$ cat src/rtl/fdtd_step_sched.sv
// fdtd_step_sched: FDTD leapfrog timestep scheduler.
// Sequences Hy/Ez load, calc, source and writeback for NUM_STEPS runs.
// Ports:
//   CLK, RST            clock, synchronous active-high reset
//   start_i, abort_i    run control pulses
//   num_steps_i         timesteps to run (sampled on accepted start)
//   src_en_i            enable source phase (sampled on accepted start)
//   ld_done_i           DMA buffer load complete
//   wrt_*_start_i       fdtd_acc calc complete (Hy / Ez / source)
//   mem_rd_end_i        DMA writeback complete
//   buf_*_start_o/_end_o  buffer load open/close pulses
//   calc_*_flg_o        calc start pulses
//   mem_rd_*_en_o       writeback phase levels
//   busy_o, done_o, err_o, step_cnt_o  status
// All outputs are registered and reflect the state entered at the same edge.
module fdtd_step_sched #(
  parameter int STEP_CNT_WIDTH = 16,
  parameter int TIMEOUT_WIDTH  = 16,
  parameter int TIMEOUT_CYCLES = 50000
) (
  input  logic                      CLK,
  input  logic                      RST,
  input  logic                      start_i,
  input  logic                      abort_i,
  input  logic [STEP_CNT_WIDTH-1:0] num_steps_i,
  input  logic                      src_en_i,
  input  logic                      ld_done_i,
  input  logic                      wrt_hy_start_i,
  input  logic                      wrt_ez_start_i,
  input  logic                      wrt_src_start_i,
  input  logic                      mem_rd_end_i,
  output logic                      buf_hy_start_o,
  output logic                      buf_ez_start_o,
  output logic                      buf_hy_end_o,
  output logic                      buf_ez_end_o,
  output logic                      calc_hy_flg_o,
  output logic                      calc_ez_flg_o,
  output logic                      calc_src_flg_o,
  output logic                      mem_rd_hy_en_o,
  output logic                      mem_rd_ez_en_o,
  output logic                      busy_o,
  output logic                      done_o,
  output logic                      err_o,
  output logic [STEP_CNT_WIDTH-1:0] step_cnt_o
);

  typedef enum logic [3:0] {
    S_IDLE,
    S_LD_HY,
    S_CA_HY,
    S_WB_HY,
    S_LD_EZ,
    S_CA_EZ,
    S_CA_SRC,
    S_WB_EZ,
    S_NEXT,
    S_DONE,
    S_ERR
  } state_t;

  // Last watchdog value still allowed inside a wait state.
  localparam logic [TIMEOUT_WIDTH-1:0] LP_WD_LAST =
    TIMEOUT_WIDTH'(TIMEOUT_CYCLES - 1);

  state_t                    r_state;
  logic [STEP_CNT_WIDTH-1:0] r_num;
  logic                      r_src;
  logic [STEP_CNT_WIDTH-1:0] r_step;
  logic [TIMEOUT_WIDTH-1:0]  r_wdog;

  logic r_buf_hy_start;
  logic r_buf_ez_start;
  logic r_buf_hy_end;
  logic r_buf_ez_end;
  logic r_calc_hy;
  logic r_calc_ez;
  logic r_calc_src;
  logic r_mem_hy;
  logic r_mem_ez;
  logic r_busy;
  logic r_done;
  logic r_err;

  state_t                    w_next;
  logic                      w_enter;
  logic [STEP_CNT_WIDTH-1:0] w_num;
  logic                      w_src;
  logic [STEP_CNT_WIDTH-1:0] w_step;
  logic [STEP_CNT_WIDTH-1:0] w_step_inc;
  logic                      w_wd_exp;
  logic                      w_wait;
  logic                      w_hy_end;
  logic                      w_ez_end;

  always_ff @(posedge CLK) begin
    if (RST) begin
      r_state <= S_IDLE;
      r_num   <= '0;
      r_src   <= 1'b0;
      r_step  <= '0;
      r_wdog  <= '0;
    end else begin
      r_state <= w_next;
      r_num   <= w_num;
      r_src   <= w_src;
      r_step  <= w_step;
      if (w_enter || !w_wait) begin
        r_wdog <= '0;
      end else begin
        r_wdog <= r_wdog + TIMEOUT_WIDTH'(1);
      end
    end
  end

  assign w_wait = r_state inside {
    S_LD_HY, S_CA_HY, S_WB_HY,
    S_LD_EZ, S_CA_EZ, S_CA_SRC, S_WB_EZ
  };

  always_comb begin
    w_next     = r_state;
    w_enter    = 1'b0;
    w_num      = r_num;
    w_src      = r_src;
    w_step     = r_step;
    w_hy_end   = 1'b0;
    w_ez_end   = 1'b0;
    w_step_inc = r_step + STEP_CNT_WIDTH'(1);
    w_wd_exp   = (r_wdog == LP_WD_LAST);

    case (r_state)
      S_IDLE, S_DONE, S_ERR: begin
        if (start_i) begin
          w_enter = 1'b1;
          w_num   = num_steps_i;
          w_src   = src_en_i;
          w_step  = '0;
          if (num_steps_i == '0) begin
            w_next = S_DONE;
          end else begin
            w_next = S_LD_HY;
          end
        end
      end
      S_LD_HY: begin
        if (ld_done_i) begin
          w_next   = S_CA_HY;
          w_enter  = 1'b1;
          w_hy_end = 1'b1;
        end else if (w_wd_exp) begin
          w_next  = S_ERR;
          w_enter = 1'b1;
        end
      end
      S_CA_HY: begin
        if (wrt_hy_start_i) begin
          w_next  = S_WB_HY;
          w_enter = 1'b1;
        end else if (w_wd_exp) begin
          w_next  = S_ERR;
          w_enter = 1'b1;
        end
      end
      S_WB_HY: begin
        if (mem_rd_end_i) begin
          w_next  = S_LD_EZ;
          w_enter = 1'b1;
        end else if (w_wd_exp) begin
          w_next  = S_ERR;
          w_enter = 1'b1;
        end
      end
      S_LD_EZ: begin
        if (ld_done_i) begin
          w_next   = S_CA_EZ;
          w_enter  = 1'b1;
          w_ez_end = 1'b1;
        end else if (w_wd_exp) begin
          w_next  = S_ERR;
          w_enter = 1'b1;
        end
      end
      S_CA_EZ: begin
        if (wrt_ez_start_i) begin
          w_enter = 1'b1;
          if (r_src) begin
            w_next = S_CA_SRC;
          end else begin
            w_next = S_WB_EZ;
          end
        end else if (w_wd_exp) begin
          w_next  = S_ERR;
          w_enter = 1'b1;
        end
      end
      S_CA_SRC: begin
        if (wrt_src_start_i) begin
          w_next  = S_WB_EZ;
          w_enter = 1'b1;
        end else if (w_wd_exp) begin
          w_next  = S_ERR;
          w_enter = 1'b1;
        end
      end
      S_WB_EZ: begin
        if (mem_rd_end_i) begin
          w_next  = S_NEXT;
          w_enter = 1'b1;
        end else if (w_wd_exp) begin
          w_next  = S_ERR;
          w_enter = 1'b1;
        end
      end
      S_NEXT: begin
        w_enter = 1'b1;
        // Saturate at the target so the count can never wrap.
        if (r_step != r_num) begin
          w_step = w_step_inc;
        end
        if (w_step_inc == r_num || r_step == r_num) begin
          w_next = S_DONE;
        end else begin
          w_next = S_LD_HY;
        end
      end
      default: begin
        w_next  = S_IDLE;
        w_enter = 1'b1;
      end
    endcase

    // Abort overrides everything; the step count is kept for inspection.
    if (abort_i) begin
      w_next   = S_IDLE;
      w_enter  = 1'b1;
      w_num    = r_num;
      w_src    = r_src;
      w_step   = r_step;
      w_hy_end = 1'b0;
      w_ez_end = 1'b0;
    end
  end

  always_ff @(posedge CLK) begin
    if (RST) begin
      r_buf_hy_start <= 1'b0;
      r_buf_ez_start <= 1'b0;
      r_buf_hy_end   <= 1'b0;
      r_buf_ez_end   <= 1'b0;
      r_calc_hy      <= 1'b0;
      r_calc_ez      <= 1'b0;
      r_calc_src     <= 1'b0;
      r_mem_hy       <= 1'b0;
      r_mem_ez       <= 1'b0;
      r_busy         <= 1'b0;
      r_done         <= 1'b0;
      r_err          <= 1'b0;
    end else begin
      r_buf_hy_start <= w_enter && (w_next == S_LD_HY);
      r_buf_ez_start <= w_enter && (w_next == S_LD_EZ);
      r_buf_hy_end   <= w_hy_end;
      r_buf_ez_end   <= w_ez_end;
      r_calc_hy      <= w_enter && (w_next == S_CA_HY);
      r_calc_ez      <= w_enter && (w_next == S_CA_EZ);
      r_calc_src     <= w_enter && (w_next == S_CA_SRC);
      r_mem_hy       <= (w_next == S_WB_HY);
      r_mem_ez       <= (w_next == S_WB_EZ);
      r_busy         <= !(w_next inside {S_IDLE, S_DONE, S_ERR});
      r_done         <= w_enter && (w_next == S_DONE);
      r_err          <= (w_next == S_ERR);
    end
  end

  assign buf_hy_start_o = r_buf_hy_start;
  assign buf_ez_start_o = r_buf_ez_start;
  assign buf_hy_end_o   = r_buf_hy_end;
  assign buf_ez_end_o   = r_buf_ez_end;
  assign calc_hy_flg_o  = r_calc_hy;
  assign calc_ez_flg_o  = r_calc_ez;
  assign calc_src_flg_o = r_calc_src;
  assign mem_rd_hy_en_o = r_mem_hy;
  assign mem_rd_ez_en_o = r_mem_ez;
  assign busy_o         = r_busy;
  assign done_o         = r_done;
  assign err_o          = r_err;
  assign step_cnt_o     = r_step;

endmodule

$ cat config.mk
export PLATFORM = sky130hd
export DESIGN_NAME = fdtd_step_sched
export DESIGN_NICKNAME = d
export VERILOG_FILES = /design/src/rtl/fdtd_step_sched.sv
export SDC_FILE = /design/constraint.sdc
export NUM_CORES = 1
export LEC_CHECK = 0
export BUFFER_PORTS_ARGS = -buffer_cell sky130_fd_sc_hd__clkbuf_2
export CAP_MARGIN = 20
export CORE_ASPECT_RATIO = 1.4
export CORE_MARGIN = 4
export CORE_UTILIZATION = 45
export DETAILED_ROUTE_END_ITERATION = 8
export PLACE_DENSITY = 0.65
export SYNTH_ARGS = -nofsm -noshare
export SYNTH_HDL_FRONTEND = slang
export SYNTH_SLANG_ARGS = --single-unit
$ cat constraint.sdc
create_clock -name CLK -period 5.2 [get_ports CLK]
set_input_delay 0.26 -clock CLK [delete_from_list [all_inputs] [get_ports CLK]]
set_output_delay 0.26 -clock CLK [all_outputs]
set_load 0.02 [all_outputs]
==> flow_summary.json <==
{
  "max_clock_freq_mhz": 348,
  "grt_max_degree": 31,
  "synth_nets": 478,
  "dp.cells": 578,
  "crit_type": "register to register",
  "cts_buffers": 9,
  "drive_gt1_share_pct": 18.3,
  "vias_per_cell": 5.52,
  "worstPathArrival_ps": 3110,
  "areaGrowthSynthToFinish_pct": 14.9,
  "fin_crit_ps": 2880,
  "clockRootBuffer": "clkbuf_16",
  "reg2regPathDepth": 8,
  "yosys.area.top_type_share_pct": 34.8,
  "relSlewSlack_pct": 38.2,
  "cp-start-kind": "register",
  "skew_ps": 4.50,
  "clk_latency_ps": 340,
  "nets": 515,
  "post_cts_resized": 0,
  "hold_violations": 0,
  "setup-violations-final": 0,
  "drt-pass1-iter-count": 4,
  "die_h_microns": 116,
  "yosys_warnings": 0,
  "synth_flop_cell": "dfxtp_1",
  "gp_congestion": 0.914,
  "vias": 3276,
  "ys_ff_latch": 65,
  "die_w_microns": 85.1,
  "netlist_top_cells_count": "74 x nor2_1, 65 x dfxtp_1, 30 x nand2_1",
  "fin_tns_setup_ps": 0,
  "synthDistinctLibCells": 66,
  "hold-path-cell-count": 3,
  "synth_most_common_cell": "nor2_1",
  "syn_inst": 450,
  "yosys.area.top_type": "dfxtp_1",
  "routed_wirelength_microns": 8910,
  "rsz0062_at_grt": "no",
  "synth.area.top_cells": "dfxtp_1 35%, nor2_1 7.4%, xor2_1 6.8%",
  "holdPathEnd": "r_src",
  "clock_path_buffers": 2,
  "antennaDiodeCount": 0,
  "htreeDepth": 3,
  "post-route-period-util_pct": 55.3,
  "initial_core_util_pct": 45.9,
  "syn_area_per_cell_sq_um": 8.31,
  "r2r-end": "buf_hy_start_o",
  "tightest_slew_ps": 925,
  "clk_pin_slew_ps": 60,
  "critPathCaptureType": "register",
  "drt_iter0_drc": 213,
  "grt_pass1_wl_microns": 15300,
  "place.port_buffers": 53,
  "overflow": 0,
  "hold_start": "src_en_i",
  "ioPinCount": 54,
  "track_usage_pct": 19.3,
  "grt_pass1_vias": 3255,
  "status": "completed",
  "cts_tree": "built",
  "synth-edff-count": 0,
  "grt_antenna_before_repair": 0,
  "post_cts_buffers": 0,
  "layout.cells.non_filler": 594,
  "fillers": 798,
  "crit_fanout": 7,
  "antenna_left": 0,
  "synthArstFlopShare_pct": 0,
  "synth_seq_area_share_pct": 34.8,
  "irDropWorstVdd_uv": 191,
  "place_hpwl_microns": 6640,
  "syn_area_sq_um": 3740,
  "required_ps": 5430,
  "core_sq_um": 8150,
  "drt-wirelength-per-cell_microns": 15.0,
  "dieArea_sq_um": 9860,
  "cts_hold_buf": 0,
  "max_cap_violations": 0,
  "hold_class": "primary input to register",
  "reg2reg_from": "step_cnt_o[0]",
  "leakagePower_nw": 1.69,
  "row_count": 39,
  "drc": 0,
  "clock_sinks": 65,
  "p_per_area_nw_per_um2": 287,
  "rrSetupSlack_ps": 2320,
  "finalMaxSlewViolations": 0
}
worst max-delay path by stage:
stage | start | slack [ps] | to
6_report | step_cnt_o[0] | 2320 | buf_hy_start_o
5_1_grt | step_cnt_o[0] | 1990 | err_o
4_1_cts | r_state[0] | 2330 | step_cnt_o[4]
3_5_place_dp | step_cnt_o[0] | 2340 | buf_hy_start_o
3_3_place_gp | r_state[0] | 2390 | step_cnt_o[13]
2_1_floorplan | step_cnt_o[0] | 2640 | buf_hy_start_o
sequential cells by signal, summed over array words and instances (netlist names), 4 cells and up:
name        flops
step_cnt_o     16
r_state         4
r_num          16
r_wdog         16
power by group:
part | internal [mW] | leakage [nW] | total [mW] | switching (mW)
registers | 0.508 | 0.526 | 0.522 | 0.0144
clock network | 0.374 | 0.138 | 0.610 | 0.236
logic | 0.0435 | 1.03 | 0.102 | 0.0581
worst max-delay path, stage by stage (launching register included):
cell and delay, ps:
dfxtp_1 510, ha_1 290, nand3_1 210, nor4_1 630
nand3_1 140, or2_1 240, a2111oi_2 420, nor2_2 140
and4b_1 210
layout make-up:
cell class,count,area [sq um],share of cell area (%)
Clock buffer,9,225,5.24
Clock inverter,7,78.8,1.83
Inverter,9,33.8,0.786
Multi-Input combinational cell,348,2260,52.6
Sequential cell,65,1300,30.3
Tap cell,102,128,2.97
Timing Repair Buffer,54,273,6.34
cells by family after synthesis:
logic type	Yosys count	synth area share, %
mux	23	6.59
flops	65	34.8
fa+ha+maj	2	0.669
xor+xnor	47	11.0
compound gates	57	11.3
simple gates	219	30.7
buf+inv	37	4.95
routing by layer:
| layer | share of wire, % | track usage, % |
|---|---|---|
| met1 | 40 | 21.0 |
| met2 | 53 | 35.2 |
| met3 | 3.2 | 2.99 |
| met4 | 3.0 | 11.2 |
| met5 | 0 | 0 |
per-stage QoR:
stage          utilization [%]  power [mW]  setup WS [ps]  hold WS (ps)  instance area, sq um
2_1_floorplan                -       0.602           2640           399                  3740
3_3_place_gp              49.0       0.633           2390           427                  4000
3_5_place_dp              49.0       0.634           2340           433                  4000
4_1_cts                   52.8        1.25           2330           158                  4300
5_1_grt                   52.8        1.28           1990           198                  4300
6_report                  52.8        1.23           2320           165                  4300
placed cells by master (no fill, tap or decap), types with 7 or more instances in the layout:
cell type   n
mux2i_1    19
nand3_1    15
xnor2_1    18
nor4_1     15
and3_1      7
dfxtp_1    65
nand2b_1   11
nand4_1    10
nand2_1    30
nor3_1     18
a21oi_1    13
xor2_1     29
inv_1       9
nor2_1     74
clkbuf_16   9
clkbuf_2   53
No activity file was read; power rests on OpenSTA's default activity.
